## src/rtl/debounce_pkg.sv

```systemverilog
// Shared definitions for the tick-qualified switch debouncer.
// State encoding is fixed so waveform viewers and the bench agree on values.
package debounce_pkg;

    typedef enum logic [1:0] {
        ZERO  = 2'd0,
        WAIT1 = 2'd1,
        ONE   = 2'd2,
        WAIT0 = 2'd3
    } db_state_t;

    // Counter width for 0..ticks-1, never narrower than one bit.
    function automatic int cnt_width(input int ticks);
        return (ticks <= 2) ? 1 : $clog2(ticks);
    endfunction

endpackage

```

## src/rtl/debounce_tick_sync_2ff.sv

```systemverilog
// Two-flop synchronizer that brings the asynchronous switch into the clk domain.
// Output lags the input by two clock edges.
module sync_2ff (
    input  logic clk,
    input  logic reset,
    input  logic d,
    output logic q
);

    logic meta;

    always_ff @(posedge clk) begin
        if (reset) begin
            meta <= 1'b0;
            q    <= 1'b0;
        end else begin
            meta <= d;
            q    <= meta;
        end
    end

endmodule

```

## src/rtl/debounce_tick.sv

```systemverilog
// Switch debouncer: a level change is accepted only after the synchronized input
// stays stable for STABLE_TICKS sample strobes; a revert during qualification wins.
module debounce_tick
    import debounce_pkg::*;
#(
    parameter int STABLE_TICKS = 4
) (
    input  logic clk,
    input  logic reset,
    input  logic tick,
    input  logic sw_in,
    output logic db_level,
    output logic db_rise,
    output logic db_fall,
    output logic busy
);

    localparam int             CNT_W   = cnt_width(STABLE_TICKS);
    localparam logic [CNT_W-1:0] CNT_MAX = CNT_W'(STABLE_TICKS - 1);

    db_state_t        state;
    db_state_t        state_next;
    logic [CNT_W-1:0] cnt;
    logic [CNT_W-1:0] cnt_next;
    logic             sync_in;

    sync_2ff u_sync (
        .clk   (clk),
        .reset (reset),
        .d     (sw_in),
        .q     (sync_in)
    );

    // The revert test comes before the tick test so a bounce coinciding with a strobe never counts.
    always_comb begin
        state_next = state;
        cnt_next   = cnt;
        case (state)
            ZERO: begin
                if (sync_in) begin
                    state_next = WAIT1;
                    cnt_next   = '0;
                end
            end
            WAIT1: begin
                if (!sync_in) begin
                    state_next = ZERO;
                end else if (tick) begin
                    if (cnt == CNT_MAX) state_next = ONE;
                    else                cnt_next   = cnt + CNT_W'(1);
                end
            end
            ONE: begin
                if (!sync_in) begin
                    state_next = WAIT0;
                    cnt_next   = '0;
                end
            end
            WAIT0: begin
                if (sync_in) begin
                    state_next = ONE;
                end else if (tick) begin
                    if (cnt == CNT_MAX) state_next = ZERO;
                    else                cnt_next   = cnt + CNT_W'(1);
                end
            end
            default: begin
                state_next = ZERO;
                cnt_next   = '0;
            end
        endcase
    end

    // Outputs are registered from the next-state so they change on the same edge as the state.
    always_ff @(posedge clk) begin
        if (reset) begin
            state    <= ZERO;
            cnt      <= '0;
            db_level <= 1'b0;
            db_rise  <= 1'b0;
            db_fall  <= 1'b0;
            busy     <= 1'b0;
        end else begin
            state    <= state_next;
            cnt      <= cnt_next;
            db_level <= (state_next == ONE) || (state_next == WAIT0);
            db_rise  <= (state == WAIT1) && (state_next == ONE);
            db_fall  <= (state == WAIT0) && (state_next == ZERO);
            busy     <= (state_next == WAIT1) || (state_next == WAIT0);
        end
    end

endmodule

```

## config.mk

```make
export PLATFORM = sky130hd
export DESIGN_NAME = debounce_tick
export DESIGN_NICKNAME = d
export VERILOG_FILES = /design/src/rtl/debounce_pkg.sv /design/src/rtl/debounce_tick_sync_2ff.sv /design/src/rtl/debounce_tick.sv
export SDC_FILE = /design/constraint.sdc
export NUM_CORES = 1
export LEC_CHECK = 0
export CAP_MARGIN = 20
export CORE_AREA = 2 2 39 41
export CTS_CLUSTER_DIAMETER = 60
export CTS_CLUSTER_SIZE = 16
export DETAILED_ROUTE_END_ITERATION = 6
export DIE_AREA = 0 0 41 43
export PLACE_DENSITY = 0.43
export SLEW_MARGIN = 20
export SYNTH_ARGS = -nofsm -noshare
export SYNTH_HDL_FRONTEND = slang
export SYNTH_SLANG_ARGS = --single-unit
export TNS_END_PERCENT = 30
```

## constraint.sdc

```tcl
create_clock -name clk -period 1.84 [get_ports clk]
set_input_delay 0.276 -clock clk [delete_from_list [all_inputs] [get_ports clk]]
set_output_delay 0.276 -clock clk [all_outputs]
set_load 0.005 [all_outputs]
```

==> out/results.ini <==
[worst_setup_path]
startpoint_type = flop
rrSetupSlack_ns = 0.60
r2r-start = cnt[0]$_SDFFE_PP0P_
cp_data_arrival_time_ns = 1.18
cpPeakStageDelay_ns = 0.53
cp_cell_sequence = clkdlybuf4s50_1
cp_max_fo = 5
path_class = reg2out
required_ns = 1.56
crit_buf_inv = 1
cp.depth = 1
cpMaxStageDelayCell = clkdlybuf4s50_1
r2r-end = cnt[0]$_SDFFE_PP0P_
endpoint = db_level
reg2regPathDepth = 3
crit_start = state[1]$_SDFF_PP0_
cp_top_family = buffers and inverters
cp-end-kind = output pin

[cells_and_area]
final_cells = 57
antenna_cells = 0
fin_area_sq_um = 444
fin_nets = 47
area_delta_synth_final_pct = 34.5
drive_above_1_share_pct = 12.2
fin_util_pct = 32.1

[grt]
grt.overflow.total = 0
grt_usage_pct = 8.47
grt_start_max_net_pins = 12
grt_pass1_wl_um = 945
grt_pass1_vias = 252
antenna_found_initial = 0

[drt]
drt-total-wl_um = 586
vias = 262
antenna_left = 0
drt_iter0_markers = 4
viasPerCell = 4.60
post-route-drc-count = 0
wl_per_cell_um = 10.3
dr.pass1.iters = 2

[power_and_ir_drop]
peakVddDrop_v = 0.000364
power.switching_mw = 0.0756
p_leak_nw = 0.163
p_per_area_mw_per_mm2 = 821
power.clock.fraction_pct = 40.1
p_comb_share_pct = 5.0
seq_power_share_pct = 54.9
power.total_mw = 0.364
p_sw_share_pct = 20.7
internal_power_mw = 0.289

[worst_hold_path]
hold_class = reg2reg
hold_path.startpoint = u_sync.meta$_SDFF_PP0_
holdPathStages = 1

[logic_synthesis]
yosys.area.top_type = dfxtp_1
netlist_area_sq_um = 330
yosys-top-cells-area = dfxtp_1 55%, nand2b_1 5.7%, a311oi_1 5.3%, nor4b_1 5.3%, ha_1 3.8%
syn_nets = 36
yosys.area.top_type_share_pct = 54.5
yosysWarnings = 0
ys_seq_area_share_pct = 54.5
ys.flop_type = dfxtp_1
synth.most_common_cell = dfxtp_1
synth_area_per_cell_sq_um = 10.7
postSynth.asyncResetShare_pct = 0
synthTopCellsByCount = 9 x dfxtp_1, 3 x nand2b_1, 2 x a311oi_1, 2 x nor2b_1, 2 x nor4b_1
ys_types = 18
synth_edf_count = 0
ys_seq_elements = 9
synth_cells = 31

[floorplanning]
die_h_um = 43
initial_core_util_pct = 23.9
num_rows = 14
die_x_um = 41
core_region_area_sq_mm = 0.00138
die-area_sq_mm = 0.00176
ios = 8

[cts]
clk_latency_ns = 0.25
htreeDepth = 1
hold_buffers = 0
cts_tree = done
clockBufferDepth = 2
clk_pin_slew_ns = 0.06
cts_inserted_buffers = 3
cts.root.buffer_cell = clkbuf_4
cts_resized = 0
post_cts_buffers = 0
cts_sinks = 9

[sta]
finClkSkew_ns = 0.00539
fin_crit_sh_pct = 79.2
tns_ns = 0
rsz0062_at_grt = no
report.final.slew_viol_count = 0
finalHoldViolCount = 0
worst_pin_slew_ns = 0.334
whs_ns = 0.444
maxSlewHeadroom_pct = 77.6
fmax_ghz = 0.686
finalCriticalPeriod_ns = 1.46
layout_setup_ws_ns = 0.383
finalSetupViolCount = 0

[place]
dp_slack_ns = 0.341
numPortBuffers = 7
place_congestion = 0.578
post-dp-hpwl_um = 472
post-place-cells = 53
placed_area_sq_um = 417

[job]
maxCapViolCount = 0

[status]
outcome = complete, no violations

final cells by class:
cell class                      count  area [sq um]
Clock inverter                      1          5.00
Multi-Input combinational cell     20           143
Sequential cell                     9           180
Inverter                            1          3.75
Clock buffer                        3          22.5
Fill cell                         154           940
Tap cell                           16          20.0
Timing Repair Buffer                7          70.1
kinds of logic (layout without fill, tap and decap cells):
family / Yosys count / after routing / synth area share (%)
compound gates: 5 / 5 / 11.4
flops: 9 / 9 / 54.5
mux: 1 / 1 / 3.03
xor+xnor: 1 / 1 / 2.65
simple gates: 12 / 12 / 22.3
buf+inv: 2 / 12 / 2.27
fa+ha+maj: 1 / 1 / 3.79
cell usage in the layout, fill, tap and decap left out, types with 2 or more instances in the layout:
master	synthesis	final
a311oi_1	2	2
clkbuf_4	0	3
clkdlybuf4s50_1	0	7
dfxtp_1	9	9
nand2b_1	3	3
nor2b_1	2	2
nor4b_1	2	2
registers in the layout, indices dropped and copies added, names as in the netlist:
register,flops
u_sync.meta,1
u_sync.q,1
cnt,2
busy,1
db_rise,1
state,2
db_fall,1
per-layer routing:
metal  wire length (um)  part of all wire (%)  global-route usage [%]
met4                  4                  0.68                    8.00
met5                  0                     0                       0
met1                240                    41                    7.82
met2                315                    54                    13.1
met3                 26                   4.4                    3.14
power by group through the flow:
| stage | Sequential, mW | Clock [mW] | Combinational, mW |
|---|---|---|---|
| 2_1_floorplan | 0.204 | 0 | 0.00877 |
| 3_3_place_gp | 0.204 | 0 | 0.0180 |
| 3_5_place_dp | 0.205 | 0 | 0.0183 |
| 4_1_cts | 0.200 | 0.155 | 0.0185 |
| 5_1_grt | 0.200 | 0.164 | 0.0202 |
| 6_report | 0.200 | 0.146 | 0.0182 |
worst min-delay path by stage:
| stage | endpoint | slack (ns) |
|---|---|---|
| after global routing | u_sync.q$_SDFF_PP0_ | 0.47 |
| after CTS | u_sync.q$_SDFF_PP0_ | 0.45 |
| after detailed placement | u_sync.q$_SDFF_PP0_ | 0.43 |
| after global placement | u_sync.q$_SDFF_PP0_ | 0.44 |
| after floorplan | busy$_SDFF_PP0_ | 0.39 |
| final | u_sync.q$_SDFF_PP0_ | 0.44 |
(Power assumes the default switching activity.)
